### src/rtl/pc_sequencer.sv
// Program-counter and run controller: starts a program on req, sequences the PC
// (increment / relative branch / absolute jump / stall) and raises ack on halt or budget expiry.
module pc_sequencer #(
  parameter int PC_W       = 12,
  parameter int OFF_W      = 8,
  parameter int CNT_W      = 16,
  parameter int MAX_CYCLES = 4096
) (
  input  logic             clk,
  input  logic             init,
  input  logic             req,
  input  logic [PC_W-1:0]  start_addr,
  input  logic             halt,
  input  logic             stall,
  input  logic             jump_en,
  input  logic [PC_W-1:0]  jump_target,
  input  logic             branch_en,
  input  logic [OFF_W-1:0] branch_off,
  output logic [PC_W-1:0]  pc,
  output logic             running,
  output logic             ack,
  output logic             timeout,
  output logic [CNT_W-1:0] cycles
);

  typedef enum logic [1:0] {IDLE, RUN, DONE} state_t;
  state_t state;

  logic [PC_W-1:0] off_ext;
  logic [CNT_W:0]  cyc_inc;
  logic            budget_hit;

  assign off_ext    = PC_W'($signed(branch_off));
  // one extra bit so the budget compare cannot alias when cycles is all-ones
  assign cyc_inc    = {1'b0, cycles} + (CNT_W+1)'(1);
  assign budget_hit = (cyc_inc == (CNT_W+1)'(MAX_CYCLES));

  always_ff @(posedge clk or negedge init) begin
    if (!init) begin
      state   <= IDLE;
      pc      <= '0;
      running <= 1'b0;
      ack     <= 1'b0;
      timeout <= 1'b0;
      cycles  <= '0;
    end else if (req) begin
      state   <= RUN;
      pc      <= start_addr;
      running <= 1'b1;
      ack     <= 1'b0;
      timeout <= 1'b0;
      cycles  <= '0;
    end else if (state == RUN) begin
      if (halt) begin
        state   <= DONE;
        running <= 1'b0;
        ack     <= 1'b1;
        timeout <= 1'b0;
        cycles  <= cyc_inc[CNT_W-1:0];
      end else if (budget_hit) begin
        state   <= DONE;
        running <= 1'b0;
        ack     <= 1'b1;
        timeout <= 1'b1;
        cycles  <= CNT_W'(MAX_CYCLES);
      end else begin
        cycles <= cyc_inc[CNT_W-1:0];
        if (!stall) begin
          if (jump_en)        pc <= jump_target;
          else if (branch_en) pc <= pc + off_ext;
          else                pc <= pc + PC_W'(1);
        end
      end
    end
  end

endmodule

### config.mk
export PLATFORM = sky130hd
export DESIGN_NAME = pc_sequencer
export DESIGN_NICKNAME = d
export VERILOG_FILES = /design/src/rtl/pc_sequencer.sv
export SDC_FILE = /design/constraint.sdc
export NUM_CORES = 1
export LEC_CHECK = 0
export CORE_MARGIN = 2
export CORE_UTILIZATION = 40
export CTS_CLUSTER_SIZE = 24
export DETAILED_ROUTE_END_ITERATION = 16
export GPL_TIMING_DRIVEN = 0
export PLACE_DENSITY = 0.7
export RECOVER_POWER = 50
export SLEW_MARGIN = 15
export SYNTH_ARGS = -nofsm -noshare
export SYNTH_HDL_FRONTEND = slang
export SYNTH_SLANG_ARGS = --single-unit
### constraint.sdc
create_clock -name clk -period 3.5 [get_ports clk]
set_input_delay 0.35 -clock clk [delete_from_list [all_inputs] [get_ports clk]]
set_output_delay 0.35 -clock clk [all_outputs]
set_load 0.01 [all_outputs]
## After elaboration in Yosys (flattened, before gate mapping)

Index checks and enable logic that the tools add are counted.

- Register bits after elaboration: 33
- Output and inout bits: 31

- Add/sub/neg operators: 3
- Equal/unequal tests: 5
- Multiplexer cells: 26
- Reductions and logical operators: 4

Operators with widths:

| cell | count |
|---|---|
| 12-bit two-way mux | 7 |
| 16-bit two-way mux | 4 |
| 16-bit by 1-bit adder with 17-bit output (second input constant) | 1 |
| 17-bit by 13-bit == test with 1-bit output (second input constant) | 1 |
| 12-bit by 1-bit adder with 12-bit output (second input constant) | 1 |
| 12-bit adder | 1 |
| 1-bit two-way mux | 11 |
| 2-bit two-way mux | 4 |
| 2-bit != test (second input constant) | 3 |
| 4-bit AND reduction | 1 |
| 3-bit nonzero test | 1 |
| 2-bit by 1-bit == test with 1-bit output (second input constant) | 1 |
| 2-bit AND reduction | 1 |
| 2-bit nonzero test | 1 |

## Longest topological paths before layout

Gate-level depths: netlist (run 1).

- Depth in word-level cells: 8
- Mapped depth: 11
- Gate-level depth less buffers: 11

## Worst setup path after synthesis (run 1)

OpenSTA, ideal clock, no wires.

- Path kind: register to register
- Start point: register cycles[0]
- End point: register pc[0]
- Setup time: 0.125 ns
- Arrival: 2.731 ns
- Setup slack: 0.644 ns
- Stages on the path, launching flop included: 11
- Cell sequence: dfrtp_1 > ha_1 > and2_1 > buf_2 > and3_4 > a211oi_1 > a31oi_1 > or4b_4 > a31o_4 > buf_6 > mux2_4

- Cells in the longest elaborated chain, start to end: 4

Ends and longest elaborated chain:

| what | line | text |
|---|---|---|
| start: declaration | 23 | `output logic [CNT_W-1:0] cycles` |
| start signal: assignment | 59 | `cycles <= cyc_inc[CNT_W-1:0];` |
| start signal: assignment | 65 | `cycles <= CNT_W'(MAX_CYCLES);` |
| start signal: assignment | 67 | `cycles <= cyc_inc[CNT_W-1:0];` |
| 16-bit by 1-bit adder with 17-bit output | 35 | `assign cyc_inc = {1'b0, cycles} + (CNT_W+1)'(1);` |
| 17-bit by 13-bit == test with 1-bit output | 36 | `assign budget_hit = (cyc_inc == (CNT_W+1)'(MAX_CYCLES));` |
| 2-bit != test (no line) | - |  |
| 4-bit AND reduction (no line) | - |  |
| end signal: assignment | 48 | `pc <= start_addr;` |
| end signal: assignment | 69 | `if (jump_en) pc <= jump_target;` |
| end signal: assignment | 70 | `else if (branch_en) pc <= pc + off_ext;` |
| end: declaration | 19 | `output logic [PC_W-1:0] pc,` |

Every way passes these cells.
A chain may end at the register's enable or synchronous reset.

## Worst setup path in the final report (run 1)

- Start point: register cycles[10]
- End point: register pc[0]

Same word-level chain as after synthesis.

==> results of run 1 <==
## final cells by class
class	instances	area [sq um]
buffer	15	71.3
clock buffer	7	76.3
clock inverter	1	5.00
fill	596	2860
inverter	12	45.0
multi-input combinational	240	1730
sequential	31	776
tap	77	96.3
timing repair buffer	69	684
## routing by layer
metal  up-vias  GRT usage (%)  share of wire [%]
met2        75           31.6                 44
li1       1272              -                  -
met3        13           3.60                5.1
met5         -              0                  0
met1      1207           31.3                 49
met4         0           6.78                1.7
## report_power, final
part	total (mW)	internal [mW]	switching (mW)	leakage, nW
logic	0.446	0.236	0.211	0.970
clock network	0.288	0.140	0.148	0.0422
registers	0.431	0.394	0.0373	0.398
total	1.17	0.769	0.397	1.41
## logic make-up (layout without fill, tap and decap cells)
kind of cell	count (synthesis)	count (layout)	share of synthesized area, %
AO/OA/AOI/OAI	86	86	24.0
multiplexers	12	12	5.88
buffers and inverters	27	104	4.45
adder cells (fa/ha/maj)	13	13	6.50
XOR/XNOR	15	15	5.02
AND/OR/NAND/NOR	114	114	24.5
flip-flops	31	31	29.6
## sequential cells by signal, summed over array words and instances, names as in the netlist
signal,flops
timeout,1
pc,12
state,2
cycles,16
## repair_timing
action	in CTS	in global routing
setup endpoints to repair	0	7
setup buffers	0	0
resized for setup	0	1
hold endpoints to repair	0	0
## cell usage in the layout, fill, tap and decap left out, types with 3 or more instances in the layout
cell / n
and3_1: 5
inv_1: 12
nor2b_1: 3
a21o_1: 3
nor3b_1: 9
and2_1: 10
mux2_4: 6
clkdlybuf4s50_1: 53
a22o_1: 3
mux2i_1: 3
nand2b_1: 4
nand2_1: 24
nor4_1: 4
xor2_1: 5
nand4_1: 9
o31ai_1: 9
ha_1: 12
clkbuf_8: 5
clkbuf_1: 13
o21ai_0: 14
nand3_1: 5
dlygate4sd3_1: 15
o211ai_1: 3
a21oi_1: 10
nor3_1: 8
nor2_1: 22
mux2_2: 3
o21a_1: 12
o311ai_0: 7
a211oi_1: 6
buf_2: 3
xnor2_1: 10
dfrtp_1: 31
## per-stage QoR
stage / power [mW] / setup WS (ns) / utilization, % / std cells / cell area (sq um)
CTS: 1.18 / 0.261 / 54.8 / 452 / 3480
floorplan: 0.705 / 0.644 / - / 298 / 2620
global placement: 0.884 / 0.298 / 53.6 / 444 / 3400
finish: 1.17 / 0.423 / 54.9 / 452 / 3490
global route: 1.24 / 0.188 / 54.9 / 452 / 3490
detailed placement: 0.890 / 0.253 / 53.5 / 444 / 3400
## how the worst max path moves through the flow
stage                       to  cells after the start
finish                   pc[0]                      9
global route        cycles[10]                      9
CTS                 cycles[10]                      9
detailed placement      pc[10]                     12
global placement    cycles[10]                      9
floorplan                pc[0]                     10
==> results.md, run 1 <==
- Status: finished, violations left
- Failing checks: max-capacitance violations, max-slew violations
- Vias in the first global route: between 2000 and 2500
- Share of cells above drive strength 1: approximately 8.5%
- R2r endpoint: pc[0]
- Clock sinks: 31
- Diode count: 0
- Root buf cell: clkbuf_8
- Buf/Inv on CP: 2
- Unrepaired setup endpoints after global routing: no
- Max Buffers Root-to-Sink: 2
- Post-synth EDFFs: 0
- Power Density: around 330 nW/um^2
- Max-slew violations: 32
- Worst-margin pin slew: approximately 1.7 ns
- Setup crit start kind: register
- First-pass GRT wire length: about 12 mm
- Worst path most repeated cell: nand4_1
- Routed WL per cell: ~16 um
- DRT iter0 DRCs: about 160
- Via density: around 5.7
- Area Overhead vs Synth: 33.3%
- Starting Density: between 40 and 50%
- Worst slew margin: -15.5%
- Clk Latency, worst-skew pair: 0.29 ns
- Peak VDD IR: between 0.00015 and 0.0002 V
- Chip Width: roughly 85 um
- Setup TNS: 0 ns
- Tot GR Track Use: about a fifth
- Total core area: around 6300 sq um
- Slowest CP cell: or4b_4
- R2r setup slk: about 0.42 ns
- Die area: around 7000 sq um
- Reg clk slew, reported paths: 0.07 ns
- Worst hold path type: primary input to asynchronous set/reset pin
- Share of the synthesized area in the top cell type: 29.6%
- Number of synthesis warnings: 0
- Initial antenna violation count: 0
- Congestion Overflow GR: 0
- Most instantiated cells after synthesis: dfrtp_1, nand2_1, nor2_1
- Max cap viols: 1
- CTS Buf Count: 5
- Synthesized area: between 2000 and 3000 sq um
- CP delay by family, top: simple AND/OR/NAND/NOR gates
- Largest net degree at the start of global routing: 32
- DRT Pass-1 Iters: 4
- GPL Wtd Cong: around 0.90
- Mean Syn Cell Area: 8.78 sq um
- Yosys reg bits: 31
- Final Net Count: 426
- CTS tree: yes
- Syn nets: 350
- Port buffer count: 69
- # setup viols final: 0
- R2R depth: 9
- FF-to-FF Start: cycles[10]
- Residual DRC count: 0
- Tcrit/Tclk final: approximately 90%
- F_max: around 0.32 GHz
- Routed Antenna Nets: 0
- Cells after Synth: between 200 and 300
- CP endpoint kind: register
- Slowest cell delay on critical path: 0.54 ns
- Skew final: ~0.012 ns
- Most numerous cell in the Yosys netlist: dfrtp_1
- Rows: 29
- Required @ worst endpoint: between 3 and 4 ns
- Worst EP arrival: approximately 3.3 ns
- CP Cell Sequence: clkbuf_1, nand4_1, nor4_1, xnor2_1, nand4_1, or4b_4, a31o_4, buf_6, mux2_4
- Post-CTS Hold Buffers: 0
- IO Pins: 70
- Sequential area share after synthesis: a little under 30%
- Chip height: about 85 um
- Highest net fanout along the worst path: 10
- Synth Flop Type: dfrtp_1
- Synth area leaders: dfrtp_1, ha_1, mux2_4, nand2_1, o21a_1
- Synth unique cells: 58
- Critical setup path kind: register to register
- DP HPWL: 5.46 mm
- Leakage: ~1.4 nW
- Worst hold slack: ~0.51 ns
- CP startpoint: cycles[10]
- Post-synth top area cell: dfrtp_1
- Final wirelength: 7.39 mm
- Final hold violation count: 0
- Post-synthesis async set-or-reset flop share: 100%
- H-Tree Depth: 2
- Tmin final: about 3.1 ns
- Vias: between 2000 and 3000
(Power assumes the default switching activity.)
==> inputs of run 2 (changes only) <==
ABC_AREA = 0   (was not set)
==> results of run 2 <==
The final DEF is identical to that of run 1; final timing and power are the same.
==> inputs of run 3 (changes only) <==
GPL_TIMING_DRIVEN = not set   (was 0)
SLEW_MARGIN = not set   (was 15)
==> run 3 against run 2 <==
Cell count shrank 2.2%. The flow still finishes with violations (max-capacitance violations, max-slew violations). First-iteration DRC count decreased by 12%. Maximum frequency grew 2.7%. Via count decreased by 0.23%. Clock skew fell by 0.0038 ns.
==> results.md, run 3 (synthesis results as in run 1) <==
- Status: finished, violations left (unchanged)
- Failing checks: max-capacitance violations, max-slew violations (unchanged)
- Cell Area, Placed: 3370 sq um (was 3400 sq um)
- Port buffer count: 69 (unchanged)
- F_max: 0.334 GHz (was 0.325 GHz)
- Post-CTS setup buffers: 0 (unchanged)
- Largest net degree at the start of global routing: 32 (unchanged)
- Worst EP arrival: 3.16 ns (was 3.25 ns)
- Share of cells above drive strength 1: 9.04% (was 8.53%)
- CTS Buf Count: 5 (unchanged)
- FF-to-FF Start: cycles[0] (was cycles[10])
- Peak VDD IR: 0.000221 V (was 0.000194 V)
- Chip Width: 84.9 um (unchanged)
- DP HPWL: 5.40 mm (was 5.46 mm)
- Fillers: 591 (was 596)
- Max Buffers Root-to-Sink: 2 (unchanged)
- Most flop-heavy register: cycles (unchanged)
- Hold depth: 1
- CP Cell Sequence: ha_1, and2_1, nand3_4, nor3_4, a31oi_1, or4b_4, a31o_4, mux2_4 (was clkbuf_1, nand4_1, nor4_1, xnor2_1, nand4_1, or4b_4, a31o_4, buf_6, mux2_4)
- Diode count: 0 (unchanged)
- R2r endpoint: pc[9] (was pc[0])
- Final Cell Area: 3480 sq um (was 3490 sq um)
- R2R depth: 8 (was 9)
- Max-slew violations: 32 (unchanged)
- Clock sinks: 31 (unchanged)
- Tot GR Track Use: 20.1% (was 21.2%)
- Initial antenna violation count: 0 (unchanged)
- Hold Startpoint: pc[7]
- Leakage: 1.40 nW (was 1.41 nW)
- Pre-CTS setup slack: 0.328 ns (was 0.253 ns)
- Commonest non-fill, non-tap cell in the layout: clkdlybuf4s50_1 (unchanged)
- H-Tree Depth: 2 (unchanged)
- Die area: 7210 sq um (unchanged)
- Congestion Overflow GR: 0 (unchanged)
- Final hold violation count: 0 (unchanged)
- Worst slew margin: -15.1% (was -15.5%)
- # setup viols final: 0 (unchanged)
- Largest register FFs: 16 (unchanged)
- Routed Antenna Nets: 0 (unchanged)
- Sequential Area: 776 sq um (unchanged)
- Post-CTS Hold Buffers: 0 (unchanged)
- Rows: 29 (unchanged)
- Residual DRC count: 0 (unchanged)
- R2r setup slk: 0.50 ns (was 0.42 ns)
- Total core area: 6350 sq um (unchanged)
- Highest net fanout along the worst path: 12 (was 10)
- Biggest regs: cycles: 16 flops, pc: 12 flops, state: 2 flops (unchanged)
- Starting Density: 41.2% (unchanged)
- Via density: 5.79 (was 5.68)
- Most frequent cells in the layout: clkdlybuf4s50_1, dfrtp_1, nand2_1, nor2_1, dlygate4sd3_1 (unchanged)
- DRT Pass-1 Iters: 5 (was 4)
- Setup slack after layout: 0.503 ns (was 0.423 ns)
- Vias: 2561 (was 2567)
- First-pass GRT wire length: 11.7 mm (was 12.4 mm)
- Final wirelength: 7.16 mm (was 7.39 mm)
- Setup TNS: 0 ns (unchanged)
- Vias in the first global route: 2402 (was 2461)
- Setup crit start kind: register (unchanged)
- Routed WL per cell: 16.2 um (was 16.3 um)
- Post-CTS sizing: 0 (unchanged)
- Max cap viols: 1 (unchanged)
- Tcrit/Tclk final: 85.6% (was 87.9%)
- Clk Latency, worst-skew pair: 0.29 ns (about the same)
- GPL Wtd Cong: 0.854 (was 0.898)
- DRT iter0 DRCs: 140 (was 159)
- Root buf cell: clkbuf_8 (unchanged)
- Footprint of the multi-input gates: 1730 sq um (about the same)
- Required @ worst endpoint: 3.67 ns (about the same)
- Chip height: 84.9 um (unchanged)
- Final Net Count: 416 (was 426)
- Skew final: 0.00780 ns (was 0.0116 ns)
- Unrepaired setup endpoints after global routing: no (unchanged)
- Worst hold path type: register to register (was primary input to asynchronous set/reset pin)
- Critical setup path kind: register to register (unchanged)
- Tmin final: 3.00 ns (was 3.08 ns)
- Area Overhead vs Synth: 33.1% (was 33.3%)
- Reg clk slew, reported paths: 0.07 ns (about the same)
- Power Density: 357 nW/um^2 (was 334 nW/um^2)
- CTS tree: yes (unchanged)
- CP endpoint kind: register (unchanged)
- Worst Hold Endpoint: pc[7]
- Slowest CP cell: or4b_4 (unchanged)
- IO Pins: 70 (unchanged)
- Worst-margin pin slew: 1.73 ns (about the same)
- Slowest cell delay on critical path: 0.60 ns (was 0.54 ns)
[run 3: cell count changes in the layout (fill, tap and decap cells not counted)]
| cell | delta |
|---|---|
| buf_4 | +3 |
| nor4_2 | +1 |
| clkbuf_8 | +1 |
| nor4_4 | -1 |
| bufinv_16 | +1 |
| buf_6 | -1 |
| buf_2 | -3 |
| clkdlybuf4s50_1 | +1 |
| clkbuf_1 | -12 |
[run 3: worst max path at each step]
stage | start | end | slack, ns | cells past startpoint
floorplan | cycles[0] | pc[0] | 0.64 | 10
global placement | branch_en | pc[10] | 0.48 | 12
detailed placement | branch_en | pc[10] | 0.33 | 12
CTS | cycles[0] | pc[9] | 0.49 | 8
global route | cycles[0] | pc[9] | 0.36 | 8
finish | cycles[0] | pc[9] | 0.50 | 8
[run 3: layout make-up]
type                    instances  area share, %
clock inverters                 2           1.01
repair buffers                 74           20.8
well taps                      77           2.76
inverters                      12           1.29
multi-input cells             240           49.5
flip-flops and latches         31           22.3
clock buffers                   6           2.37
[run 3: through the flow]
step	hold slack, ns	power [mW]	util, %	instances
2_1_floorplan	0.0544	0.705	-	298
3_3_place_gp	0.530	0.883	53.1	434
3_5_place_dp	0.531	0.892	53.1	434
4_1_cts	0.474	1.27	54.9	442
5_1_grt	0.568	1.32	54.9	442
6_report	0.542	1.24	54.9	442
[run 3: worst max-delay path: cells and delay by family, from the launching register on]
kind	cells	cell delay, ns
and+or+nand+nor	4	1.32
AOI/OAI and AO/OA	2	0.54
DFF	1	0.48
muxes	1	0.32
adders and majority gates	1	0.23
[run 3: per-layer routing]
metal  track usage, %  vias to the layer above  routed length (um)
li1                 -                     1248                   -
met1             28.8                     1244                3390
met2             31.2                       63                3380
met3             3.40                        6                 310
met4             6.20                        0                  79
met5                0                        -                   0
[run 3: power by group]
part,switching [mW],leakage (nW),total [mW],internal [mW]
clock network,0.139,0.0612,0.369,0.230
logic,0.210,0.941,0.442,0.232
registers,0.0382,0.398,0.432,0.394
total,0.387,1.40,1.24,0.856
